--- config.mk ---
export PLATFORM = sky130hd
export DESIGN_NAME = writeback_regfile
export DESIGN_NICKNAME = d
export VERILOG_FILES = /design/src/rtl/writeback_regfile.sv
export SDC_FILE = /design/constraint.sdc
export NUM_CORES = 2
export LEC_CHECK = 0
export CORE_AREA = 2 2 289 577
export CTS_CLUSTER_DIAMETER = 120
export CTS_CLUSTER_SIZE = 12
export DETAILED_ROUTE_END_ITERATION = 10
export DIE_AREA = 0 0 291 579
export PLACE_DENSITY_LB_ADDON = 0.3
export REMOVE_ABC_BUFFERS = 1
export SLEW_MARGIN = 20
export SYNTH_ARGS = -nofsm -noshare
export SYNTH_HDL_FRONTEND = slang
export SYNTH_SLANG_ARGS = --single-unit
--- constraint.sdc ---
create_clock -name clk -period 6.9 [get_ports clk]
set_clock_uncertainty 0.15 [all_clocks]
set_input_delay 1.035 -clock clk [delete_from_list [all_inputs] [get_ports clk]]
set_output_delay 1.035 -clock clk [all_outputs]
set_load 0.02 [all_outputs]
--- src/rtl/writeback_regfile.sv ---
`default_nettype none
//============================================================================
// Module   : writeback_regfile
// Purpose  : 32-entry integer register file for the multicycle RISC-V core,
//            plus the write-back sequencer that owns every write into it.
//            Two combinational read ports feed the A/B operand registers;
//            a three-state FSM (IDLE -> COMMIT -> DONE) captures the selected
//            result and commits it to rd.
// Ports    : clk, reset           - clock, synchronous active-high reset
//            rs1, rs2             - read addresses
//            rs1_dout, rs2_dout   - combinational read data (x0 reads 0)
//            wb_start             - write-back request, sampled in IDLE only
//            wb_src               - 0 ALUOut, 1 MDR, 2 PC+4, 3 -> ALUOut
//            wb_rd, wb_reg_write  - destination register and write enable
//            alu_out, mdr, pc_plus4 - candidate result values
//            wb_busy              - high whenever the FSM is not IDLE
//            wb_done              - one-cycle pulse, new value already readable
//            x17_value            - live contents of x17 (ecall halt detect)
// Revision : 1.0 - initial release
//============================================================================
module writeback_regfile #(
   parameter int                    data_width = 32,
   parameter logic [data_width-1:0] sp_init    = 32'h00002ffc
) (
   input  logic                  clk,
   input  logic                  reset,
   input  logic [4:0]            rs1,
   input  logic [4:0]            rs2,
   output logic [data_width-1:0] rs1_dout,
   output logic [data_width-1:0] rs2_dout,
   input  logic                  wb_start,
   input  logic [1:0]            wb_src,
   input  logic [4:0]            wb_rd,
   input  logic                  wb_reg_write,
   input  logic [data_width-1:0] alu_out,
   input  logic [data_width-1:0] mdr,
   input  logic [data_width-1:0] pc_plus4,
   output logic                  wb_busy,
   output logic                  wb_done,
   output logic [data_width-1:0] x17_value
);

   localparam logic [1:0] SRC_ALU = 2'd0;
   localparam logic [1:0] SRC_MDR = 2'd1;
   localparam logic [1:0] SRC_PC4 = 2'd2;

   typedef enum logic [1:0] {
      IDLE   = 2'd0,
      COMMIT = 2'd1,
      DONE   = 2'd2
   } state_t;

   state_t                  state;
   state_t                  state_next;
   logic [data_width-1:0]   regs [32];
   logic [data_width-1:0]   wb_data;
   logic [4:0]              lat_rd;
   logic                    lat_we;
   logic [data_width-1:0]   src_sel;
   logic                    accept;
   logic                    do_write;

   //------------------------------------------------------------------------
   // Result source select; the reserved encoding falls back to ALUOut.
   //------------------------------------------------------------------------
   always_comb begin
      src_sel = alu_out;
      case (wb_src)
         SRC_ALU: src_sel = alu_out;
         SRC_MDR: src_sel = mdr;
         SRC_PC4: src_sel = pc_plus4;
         default: src_sel = alu_out;
      endcase
   end

   //------------------------------------------------------------------------
   // FSM: state register and next-state logic
   //------------------------------------------------------------------------
   always_ff @(posedge clk) begin
      if (reset) begin
         state <= IDLE;
      end else begin
         state <= state_next;
      end
   end

   always_comb begin
      state_next = state;
      accept     = 1'b0;
      case (state)
         IDLE: begin
            if (wb_start) begin
               accept     = 1'b1;
               state_next = COMMIT;
            end
         end
         COMMIT:  state_next = DONE;
         DONE:    state_next = IDLE;
         default: state_next = IDLE;
      endcase
   end

   // Status flags come straight from the state register, so they carry no
   // combinational path from any input.
   assign wb_busy = (state != IDLE);
   assign wb_done = (state == DONE);

   //------------------------------------------------------------------------
   // Request capture: the in-flight write is frozen at the accepting edge,
   // so the sources are free to change afterwards.
   //------------------------------------------------------------------------
   always_ff @(posedge clk) begin
      if (reset) begin
         wb_data <= '0;
         lat_rd  <= '0;
         lat_we  <= 1'b0;
      end else if (accept) begin
         wb_data <= src_sel;
         lat_rd  <= wb_rd;
         lat_we  <= wb_reg_write;
      end
   end

   //------------------------------------------------------------------------
   // Storage. Writes to x0 are dropped here; reset has priority over a
   // pending commit.
   //------------------------------------------------------------------------
   assign do_write = (state == COMMIT) && lat_we && (lat_rd != 5'd0);

   always_ff @(posedge clk) begin
      if (reset) begin
         for (int i = 0; i < 32; i++) begin
            regs[i] <= (i == 2) ? sp_init : '0;
         end
      end else if (do_write) begin
         regs[lat_rd] <= wb_data;
      end
   end

   // No write-to-read bypass: a read of lat_rd during COMMIT sees the old
   // value, and the new one appears once the edge into DONE has written it.
   assign rs1_dout  = (rs1 == 5'd0) ? '0 : regs[rs1];
   assign rs2_dout  = (rs2 == 5'd0) ? '0 : regs[rs2];
   assign x17_value = regs[17];

endmodule
`default_nettype wire

Word-level counts from Yosys, hierarchy flattened
Memory sizes are Yosys's and may differ from the RTL's.
Index checks and enable logic that the tools add are counted.
{"block": "totals", "register_bits": 40, "mem_bits_rw": 1024, "output_inout_bits": 98, "input_bits": 117, "elab_cells": 33, "memories": 1}
{"memory": "regs", "words": 32, "width": 32, "rd": 3, "rd_clocked_by_memory_dff": 0, "write_ports": 32, "line": "55", "source": "logic [data_width-1:0] regs [32];"}
{"block": "op_classes", "mux": 15, "n_reduce_logical": 8, "n_eq_ne": 5}
{"op": "$mux 32", "count": 3}
{"op": "$pmux 32 s2", "count": 1}
{"op": "$reduce_or 32->1", "count": 1}
{"op": "$logic_not 5->1", "count": 2}
{"op": "$mux 1", "count": 8}
{"op": "$mux 5", "count": 1}
{"op": "$reduce_bool 5->1", "count": 1}
{"op": "$eq 2x1->1 const B", "count": 2}
{"op": "$eq 2x2->1 const B", "count": 2}
{"op": "$pmux 2 s2", "count": 1}
{"op": "$logic_and 1x1->1", "count": 2}
{"op": "$logic_not 2->1", "count": 1}
{"op": "$mux 2", "count": 1}
{"op": "$ne 2x2->1 const B", "count": 1}
{"op": "$reduce_bool 2->1", "count": 1}

Logic depth before layout (Yosys ltp)
{"block": "depth", "ltp_word": 8, "mapped_depth": 8, "mapped_depth_nobuf": 6}

Worst setup path after synthesis
Ideal clock, no wire load.
{"block": "synth_path", "kind": "input port to output port", "from": "input port rs1[0]", "to": "output port rs1_dout[13]", "t_arrival_ns": 2.629, "slack_ns": 3.086, "cell_stages": 7, "required_ns": 5.715, "path_buffers": 4, "path_cell_list": "buf_6 -> inv_2 -> buf_2 -> buf_4 -> clkbuf_1 -> o2111ai_1 -> a311oi_1"}
{"block": "synth_between", "elab_chain_cells": 2, "elab_cells_between_ends": 3, "cone_classes": "1 x mux; 1 x reduce/logical; 1 x memory"}
{"item": "start: declaration", "line": "27", "source": "input logic [4:0] rs1,"}
{"item": "$mem_v2 32x32 / $logic_not 5->1 (equally long branches)"}
{"item": "$mux 32 (*)", "line": "142", "source": "assign rs1_dout = (rs1 == 5'd0) ? '0 : regs[rs1];"}
{"item": "end: declaration", "line": "29", "source": "output logic [data_width-1:0] rs1_dout,"}
Mark *: on every way between the ends. The rest lies on a longest branch, timed or not.

Worst setup path in the final report
{"block": "layout_path", "from": "input port rs1[0]", "to": "output port rs1_dout[7]"}
Same word-level chain as after synthesis.

==> impl_metrics.tcl <==
set metrics [dict create \
    worst_pin_slew_ns 1.19 \
    cp-start-kind "input port" \
    antenna_left 0 \
    cts_sinks 1064 \
    viasPerCell 6.05 \
    cts_max_level 3 \
    coreArea_sq_mm 0.164 \
    synth_warnings 0 \
    ys_seq_area_frac 0.553 \
    yosys_register_bits 1064 \
    p_sw_w 0.00374 \
    cts-root-buf "clkbuf_16" \
    post_cts_buffers 0 \
    synth_edf_count 1024 \
    synth_top_cell_area_share 0.539 \
    hold_viol_final 0 \
    fin_total_pwr_w 0.0144 \
    drc 0 \
    die_w_microns 291 \
    wl_mm 211 \
    clk_pin_slew_ns 0.06 \
    min_period_ns 5.91 \
    async_reset_ff_frac 0 \
    outcome "finished clean" \
    finalMaxSlewViolations 0 \
    worst_slack_ns 0.993 \
    synthFlopType "edfxtp_1" \
    clock_latency_ns 0.72 \
    antenna_found_initial 8 \
    fin_tns_setup_ns 0 \
    wl_per_cell_microns 34.3 \
    dp_hpwl_mm 132 \
    pre_cts_slack_ns 1.13 \
    comb_power_share 0.130 \
    synth_area_leaders "edfxtp_1, mux4_2, and2_1" \
    r2r_start "state[1]$_SDFFE_PP0P_" \
    initial_core_util 0.347 \
    maxCapViolations 0 \
    worst-path-buf-inv 4 \
    cp.required_ns 5.71 \
    crit_path_frequent_cell "buf_4" \
    drtIter0Drc 5195 \
    worstPathMaxFanout 32 \
    p_seq_frac 0.519 \
    rsz0062_at_grt "no" \
    row_count 211 \
    finalSetupViolations 0 \
    critPathArrivalTime_ns 4.72 \
    cts_made_buffers 98 \
    overflow 0 \
    grt_use_total 0.248 \
    nets 4106 \
    startpoint "rs1[0]" \
    fmax_mhz 169 \
    crit_type "input port to primary output" \
    grt_max_degree 85 \
    syn_to_final_growth_pct 12.0 \
    swShare 0.260 \
    clock_path_buffers 3 \
    chipHeight_microns 579 \
    port_buffers 214 \
    die-area_sq_mm 0.168 \
    vias 37300 \
    syn_avg_cell_area_sq_um 14.6 \
    p_leak_nw 22.3 \
    cts_tree "built" \
    grt_pass1_vias 37000 \
    peakVddDrop_mv 0.225 \
    crit_slowest_cell "a311oi_1" \
    power.internal_w 0.0107 \
    yosysTopAreaCell "edfxtp_1" \
    p_clk_frac 0.351 \
    hold_buffers 0 \
    relSlewSlack 0.199 \
    finalInstanceArea_sq_mm 0.0639 \
    power.density_mw_per_mm2 225 \
    critPathMaxStageDelay_ns 0.93 \
    layout-drive-gt1-share 0.207 \
    path_cells "buf_4 -> buf_4 -> and2_1 -> buf_4 -> a22oi_1 -> a311oi_1 -> clkdlybuf4s50_1" \
    place_congestion 0.977 \
    post-route-period-util 0.856 \
    placed_cell_area_sq_mm 0.0612 \
    cts_resized 0 \
    critPathCaptureType "primary output" \
    cpLargestDelayFamily "buffers and inverters" \
    hp-class "flip-flop to flip-flop" \
    ios 215 \
    hp-start "wb_data[5]$_SDFFE_PP0P_" \
    synth_area_sq_mm 0.0571 \
    grt_pass1_wl_mm 293 \
    firstDrtPassIters 7 \
    synthCells 3909 \
    synth_cell_type_count 48 \
]
path summary, 6_finish.rpt:
kind	endpoint	slack, ns	depth (start not counted)
worst max register to register	regs[26][11]$_SDFFCE_PN0P_	3.32	6
worst min-delay path	wb_data[5]$_SDFFE_PP0P_	0.31	2
worst min register to register	wb_data[5]$_SDFFE_PP0P_	0.31	2
worst max-delay path	rs1_dout[7]	0.99	7
cells by family after synthesis:
family	after synthesis	synth area share
fa+ha+maj	2	0.000438
other cells	1	0.0000657
mux	640	0.215
compound gates	468	0.0565
flops	1064	0.553
simple gates	1304	0.136
buf+inv	430	0.0392
cell usage after synthesis, types with 36 or more instances:
master and number:
edfxtp_1 1024, and2_1 983, mux4_2 400, clkbuf_1 216, nand2_1 148, mux2i_1 128, o21ai_0 104, a22oi_1 96
clkbuf_2 69, nor2b_1 68, a211oi_1 64, a311oi_1 64, mux2_2 64, buf_2 52, mux4_1 48, buf_4 47
a221oi_1 46, dfxtp_1 40, a21oi_1 38, o21ai_1 38, buf_6 36
cell usage in the layout, fill, tap and decap left out, types with 3 or more instances in the layout:
cell type / count
a221oi_1: 46
a311oi_1: 64
clkdlybuf4s50_1: 201
nor2_2: 30
buf_2: 4
inv_1: 3
diode_2: 5
or3_1: 12
mux2i_1: 128
buf_12: 14
o21ai_1: 38
a22oi_1: 96
nand2_1: 148
edfxtp_1: 1024
o2111ai_1: 18
buf_8: 4
nor2_1: 8
or2_2: 29
a211oi_1: 63
nor2b_1: 66
conb_1: 32
clkbuf_16: 100
dfxtp_2: 13
nor2_4: 3
dfxtp_1: 27
nand3b_1: 3
a21oi_1: 38
buf_4: 148
mux4_1: 48
mux4_2: 400
o21ai_0: 104
and2_1: 984
mux2_2: 64
clkbuf_1: 30
metrics by stage:
stage,utilization,cells,hold slack [ns]
3_5_place_dp,0.372,6017,0.298
2_1_floorplan,-,3515,0.282
3_3_place_gp,0.372,6017,0.296
4_1_cts,0.389,6150,0.307
5_1_grt,0.389,6150,0.345
6_report,0.389,6155,0.308
state kept, by name, indices dropped and copies added, names as in the netlist:
signal,cells
wb_data,32
regs,1024
state,2
lat_rd,5
lat_we,1
cell type report:
cell class	count	area (sq um)
fillers	15200	101000
flip-flops and latches	1064	31600
multi-input cells	2446	23500
repair buffers	372	3490
well taps	2130	2670
clock buffers	130	2620
clock inverters	3	55.1
inverters	5	21.3
diodes	5	12.5
tightest hold or removal path: cells and delay by family, from the launching register on:
kind,cells,cell delay [ns]
and+or+nand+nor,1,0.05
AOI/OAI and AO/OA,1,0.05
DFF,1,0.31
per-layer routing:
| metal | routed length [microns] | up-vias | global-route usage |
|---|---|---|---|
| met2 | 101000 | 2340 | 0.404 |
| met5 | 13 | - | 0 |
| met3 | 18300 | 437 | 0.0364 |
| met4 | 14300 | 2 | 0.152 |
| li1 | - | 15100 | - |
| met1 | 78100 | 19400 | 0.313 |
power by group through the flow:
stage / combinational, W / sequential [W] / clock [W]
after CTS: 0.00186 / 0.00748 / 0.00508
final: 0.00187 / 0.00749 / 0.00505
after floorplan: 0.000836 / 0.00754 / 0
after global routing: 0.00192 / 0.00751 / 0.00532
after global placement: 0.00185 / 0.00759 / 0
after detailed placement: 0.00185 / 0.00762 / 0
No activity file was read; power rests on OpenSTA's default activity.
